[config.mk]
export PLATFORM = sky130hd
export DESIGN_NAME = alu_z_stage
export DESIGN_NICKNAME = d
export VERILOG_FILES = /design/src/rtl/alu_z_stage.sv
export SDC_FILE = /design/constraint.sdc
export NUM_CORES = 1
export LEC_CHECK = 0
export CAP_MARGIN = 0
export CORE_ASPECT_RATIO = 0.7
export CORE_MARGIN = 1
export CORE_UTILIZATION = 33
export CTS_BUF_LIST = sky130_fd_sc_hd__clkbuf_8
export DETAILED_ROUTE_END_ITERATION = 10
export MAX_ROUTING_LAYER = met4
export PLACE_DENSITY_LB_ADDON = 0.2
export SETUP_SLACK_MARGIN = 0.1
export SLEW_MARGIN = 25
export SYNTH_ARGS = -nofsm -noshare
export SYNTH_HDL_FRONTEND = slang
export SYNTH_SLANG_ARGS = --single-unit
[constraint.sdc]
create_clock -name clk -period 3.35 [get_ports clk]
set_input_delay 0.67 -clock clk [delete_from_list [all_inputs] [get_ports clk]]
set_output_delay 0.67 -clock clk [all_outputs]
set_load 0.05 [all_outputs]
[src/rtl/alu_z_stage.sv]
// Z-stage ALU: eight operations on the shifted Y operand and the bus operand,
// with single-cycle logic/arithmetic ops and an iterative shift-add multiply.
module alu_z_stage #(
    parameter int WIDTH     = 16,
    parameter int MUL_STEPS = 16
) (
    input  logic             clk,
    input  logic             reset_n,
    input  logic [WIDTH-1:0] Y_shifted,
    input  logic [WIDTH-1:0] from_bus,
    input  logic [2:0]       alu_op,
    input  logic             alu_start,
    output logic             alu_busy,
    output logic             alu_done,
    output logic [WIDTH-1:0] Z_out,
    output logic             flag_n,
    output logic             flag_z,
    output logic             flag_c,
    output logic             flag_v
);

    localparam int CNT_W = (MUL_STEPS > 2) ? $clog2(MUL_STEPS) : 1;
    localparam logic [WIDTH-1:0] ZERO_W   = {WIDTH{1'b0}};
    localparam logic [CNT_W-1:0] ZERO_CNT = {CNT_W{1'b0}};
    localparam logic [CNT_W-1:0] LAST_CNT = CNT_W'(MUL_STEPS - 1);

    localparam logic [2:0] OP_ADD  = 3'd0;
    localparam logic [2:0] OP_SUB  = 3'd1;
    localparam logic [2:0] OP_AND  = 3'd2;
    localparam logic [2:0] OP_OR   = 3'd3;
    localparam logic [2:0] OP_XOR  = 3'd4;
    localparam logic [2:0] OP_NOT  = 3'd5;
    localparam logic [2:0] OP_PASS = 3'd6;
    localparam logic [2:0] OP_MUL  = 3'd7;

    typedef enum logic {
        IDLE    = 1'b0,
        MUL_RUN = 1'b1
    } state_t;

    state_t             state_r;
    logic [WIDTH-1:0]   mcand_r;
    logic [WIDTH-1:0]   mplier_r;
    logic [WIDTH-1:0]   acc_r;
    logic [CNT_W-1:0]   count_r;

    logic [WIDTH-1:0]   res_s;
    logic               c_s;
    logic               v_s;
    logic [WIDTH:0]     sum_s;
    logic [WIDTH-1:0]   diff_s;
    logic [WIDTH-1:0]   acc_next_s;

    // Single-cycle result and carry/overflow for the operation on the inputs.
    always_comb begin
        res_s  = ZERO_W;
        c_s    = 1'b0;
        v_s    = 1'b0;
        sum_s  = {1'b0, Y_shifted} + {1'b0, from_bus};
        diff_s = Y_shifted - from_bus;
        case (alu_op)
            OP_ADD: begin
                res_s = sum_s[WIDTH-1:0];
                c_s   = sum_s[WIDTH];
                v_s   = (Y_shifted[WIDTH-1] == from_bus[WIDTH-1]) &&
                        (sum_s[WIDTH-1] != Y_shifted[WIDTH-1]);
            end
            OP_SUB: begin
                res_s = diff_s;
                c_s   = (Y_shifted >= from_bus);
                v_s   = (Y_shifted[WIDTH-1] != from_bus[WIDTH-1]) &&
                        (diff_s[WIDTH-1] != Y_shifted[WIDTH-1]);
            end
            OP_AND:  res_s = Y_shifted & from_bus;
            OP_OR:   res_s = Y_shifted | from_bus;
            OP_XOR:  res_s = Y_shifted ^ from_bus;
            OP_NOT:  res_s = ~Y_shifted;
            OP_PASS: res_s = Y_shifted;
            default: res_s = ZERO_W;
        endcase
    end

    // One shift-add step of the multiplier.
    always_comb begin
        if (mplier_r[0]) begin
            acc_next_s = acc_r + mcand_r;
        end else begin
            acc_next_s = acc_r;
        end
    end

    // Control FSM, multiply datapath and registered Z/flag outputs.
    always_ff @(posedge clk) begin
        if (!reset_n) begin
            state_r  <= IDLE;
            mcand_r  <= ZERO_W;
            mplier_r <= ZERO_W;
            acc_r    <= ZERO_W;
            count_r  <= ZERO_CNT;
            Z_out    <= ZERO_W;
            flag_n   <= 1'b0;
            flag_z   <= 1'b0;
            flag_c   <= 1'b0;
            flag_v   <= 1'b0;
            alu_done <= 1'b0;
            alu_busy <= 1'b0;
        end else begin
            alu_done <= 1'b0;
            case (state_r)
                IDLE: begin
                    if (alu_start) begin
                        if (alu_op == OP_MUL) begin
                            mcand_r  <= Y_shifted;
                            mplier_r <= from_bus;
                            acc_r    <= ZERO_W;
                            count_r  <= ZERO_CNT;
                            alu_busy <= 1'b1;
                            state_r  <= MUL_RUN;
                        end else begin
                            Z_out    <= res_s;
                            flag_n   <= res_s[WIDTH-1];
                            flag_z   <= (res_s == ZERO_W);
                            flag_c   <= c_s;
                            flag_v   <= v_s;
                            alu_done <= 1'b1;
                        end
                    end
                end
                MUL_RUN: begin
                    acc_r    <= acc_next_s;
                    mcand_r  <= mcand_r << 1;
                    mplier_r <= mplier_r >> 1;
                    count_r  <= count_r + 1'b1;
                    // Operand inputs and alu_start are deliberately ignored here.
                    if (count_r == LAST_CNT) begin
                        Z_out    <= acc_next_s;
                        flag_n   <= acc_next_s[WIDTH-1];
                        flag_z   <= (acc_next_s == ZERO_W);
                        flag_c   <= 1'b0;
                        flag_v   <= 1'b0;
                        alu_done <= 1'b1;
                        alu_busy <= 1'b0;
                        state_r  <= IDLE;
                    end
                end
                default: begin
                    state_r  <= IDLE;
                    alu_busy <= 1'b0;
                end
            endcase
        end
    end

endmodule

==> results.py <==
metrics = {
    "logic_synthesis": {
        "synth_cells": 984,
        "async_flop_share": 0,
        "yosysSeqAreaShare": 0.210,
        "synth.avg_cell_area_um2": 7.17,
        "synth_seq_cells": 74,
        "synth_cell_types": 79,
        "syn_area_um2": 7060,
        "syn_nets": 1092,
        "synth-edff-count": 0,
        "synth_warnings": 0,
        "synth_flop_cell": "dfxtp_1",
    },
    "finish": {
        "fin_nets": 1304,
        "ff_latch_area_um2": 1480,
        "fin_area_um2": 9850,
        "multiInputGateArea_um2": 5470,
        "diodes": 0,
        "layout-drive-gt1-share": 0.265,
        "instances_no_fill": 1474,
        "areaGrowthSynthToFinish_pct": 39.6,
        "final_cell_mix": "197 x buf_4, 126 x nand2_1, 123 x a21oi_1",
        "final_common_cell": "buf_4",
        "fillers": 2162,
    },
    "die": {
        "core_region_area_um2": 20900,
        "start_util": 0.338,
        "fp.dieH_um": 124,
        "fp.dieW_um": 177,
        "die_area_um2": 22000,
        "pin_count": 60,
        "rows": 44,
    },
    "clock_tree": {
        "cts_buffers": 9,
        "cts_buffer_depth": 2,
        "clkSlewWorstSetupHoldPaths_ns": 0.08,
        "cts_sinks": 74,
        "htreeDepth": 3,
        "insertion_delay_ns": 0.37,
        "cts_tree": "yes",
        "holdBufCountCts": 0,
        "root_buffer": "clkbuf_8",
    },
    "grt": {
        "grt_overflow_total": 0,
        "grt_pass1_vias": 7523,
        "track_usage": 0.258,
        "grt_pass1_wl_um": 42600,
        "antenna_found_initial": 0,
        "grt_max_degree": 73,
    },
    "detailed_routing": {
        "wl_per_cell_um": 18.8,
        "dr.pass1.iters": 8,
        "drc": 0,
        "avgViaCountPerCell": 5.51,
        "met1_length_um": 14100,
        "dr_wl_met3_um": 2290,
        "drt_iter0_drc": 910,
        "num_vias": 8120,
        "ant_nets": 0,
        "highest_layer": "met4",
        "routed_wl_um": 27700,
        "wl_met2_um": 10900,
    },
    "power_and_ir_drop": {
        "internal-power_w": 0.00172,
        "combPwrFrac": 0.445,
        "clockPowerShare": 0.215,
        "seqPwrFrac": 0.340,
        "p_total_w": 0.00276,
        "p_leak_nw": 4.25,
        "p_sw_frac": 0.378,
        "power_per_cell_area_nw_per_um2": 280,
        "irDropWorstVdd_uv": 291,
        "net-switching-power_w": 0.00104,
    },
    "run_status": {
        "status": "finished clean",
    },
    "timing": {
        "finalSetupTns_ns": 0,
        "max_freq_ghz": 0.313,
        "drv_slew": 0,
        "finalSetupViolations": 0,
        "fin_crit_sh": 0.953,
        "max_slew_margin": 0.526,
        "clock_skew_ns": 0.0153,
        "finalCriticalPeriod_ns": 3.19,
        "worst_slew_pin_slew_ns": 0.711,
        "finalHoldViolCount": 0,
        "hold_ws_ns": 0.458,
        "grt_setup_unrepaired": "true",
    },
    "setup_path": {
        "crit_arrival_ns": 3.49,
        "worstSetupEndpointType": "register",
        "cp-start-kind": "primary input",
        "crit_fanout": 5,
        "crit_type": "primary input to register",
        "cp_data_required_time_ns": 3.65,
    },
    "job": {
        "drv_cap": 0,
    },
    "placed_design": {
        "portBuffers": 59,
        "dp_hpwl_um": 21800,
        "dp_cells": 1451,
        "post_dp_cell_area_um2": 9220,
        "routabilityCongestion": 0.953,
    },
    "min_path": {
        "hold_class": "register to register",
    },
}
logic make-up after synthesis:
group	after synthesis	share of synthesized area
adders and majority gates	70	0.127
muxes	21	0.0326
DFF	74	0.210
buffers and inverters	125	0.0725
and+or+nand+nor	354	0.237
xor gates and xnor gates	14	0.0174
AOI/OAI and AO/OA	326	0.304
flip-flops by register name (all words and copies together) (netlist names):
| signal | cells |
|---|---|
| count_r | 4 |
| Z_out | 15 |
| alu_done | 1 |
| flag_c | 1 |
| acc_r | 16 |
| mplier_r | 16 |
| state_r | 1 |
| mcand_r | 16 |
| flag_n | 1 |
| flag_v | 1 |
| alu_busy | 1 |
| flag_z | 1 |
power groups by stage:
stage	registers, W	logic, W	clock network (W)
2_1_floorplan	0.00101	0.000513	0
3_3_place_gp	0.000956	0.00111	0
3_5_place_dp	0.000957	0.00110	0
4_1_cts	0.000936	0.00115	0.000610
5_1_grt	0.000941	0.00132	0.000649
6_report	0.000938	0.00123	0.000594
worst max-delay path, cell delays in order:
cell	delay, ns
clkdlybuf4s50_1	0.49
inv_2	0.06
ha_4	0.30
buf_4	0.13
o21a_1	0.14
o31ai_2	0.10
a21o_1	0.27
buf_4	0.16
a211o_1	0.29
a2bb2oi_1	0.18
a41o_1	0.18
buf_4	0.13
o21ai_0	0.07
a21o_1	0.18
a21oi_1	0.12
final cells by class:
cell class,instances,area share
multi-input cells,785,0.555
repair buffers,264,0.221
flip-flops and latches,74,0.150
well taps,276,0.0350
inverters,62,0.0236
clock buffers,9,0.0126
clock inverters,4,0.00241
Yosys cell counts (5+ instances only):
library cell	number	area, µm²
a21oi_1	126	631
o2111ai_1	6	52.6
nor2b_1	13	81.3
nand2b_1	12	75.1
a31oi_1	8	50.1
buf_1	9	33.8
and3_1	5	31.3
dfxtp_1	74	1480
o21a_1	10	75.1
ha_1	67	838
o211ai_1	17	128
and2_1	7	43.8
nand3_1	29	145
nor3b_1	6	45.0
o31ai_1	9	67.6
nand4_1	6	37.5
o211a_1	5	50.1
o22ai_1	5	31.3
a211o_1	5	43.8
inv_1	59	221
or3_1	11	68.8
a211oi_1	15	113
mux2i_1	14	140
o221ai_1	6	52.6
nor3_1	26	130
nor4_1	6	37.5
clkbuf_1	33	124
xnor2_1	12	105
nand2_1	127	477
buf_2	16	80.1
nor2_1	87	327
o21ai_0	47	235
a21o_1	16	120
mux2_2	6	67.6
a2111oi_0	6	52.6
through the flow:
step / util / setup WS (ns)
2_1_floorplan: - / 0.302
3_3_place_gp: 0.442 / -0.581
3_5_place_dp: 0.442 / -0.603
4_1_cts: 0.460 / 0.104
5_1_grt: 0.472 / 0.0546
6_report: 0.472 / 0.158
what timing repair did:
action,4_1_cts,5_1_grt
buffers inserted,5,4
pin swaps,22,23
endpoints found under the hold margin,0,0
gates resized for setup,58,55
setup endpoints to repair,11,15
gates cloned,0,1
final timing paths:
kind | from | end | slack, ns | cells after the start
max | from_bus[4] | Z_out[12] | 0.16 | 15
min | Z_out[5] | Z_out[5] | 0.46 | 2
max reg2reg | mcand_r[0] | flag_z | 0.25 | 11
min reg2reg | Z_out[5] | Z_out[5] | 0.46 | 2
routing by layer:
layer,up-vias,global-route usage
li1,3958,-
met3,35,0.0583
met4,0,0.0487
met5,-,-
met2,319,0.339
met1,3808,0.393
Power figures use the tool's default switching activity.
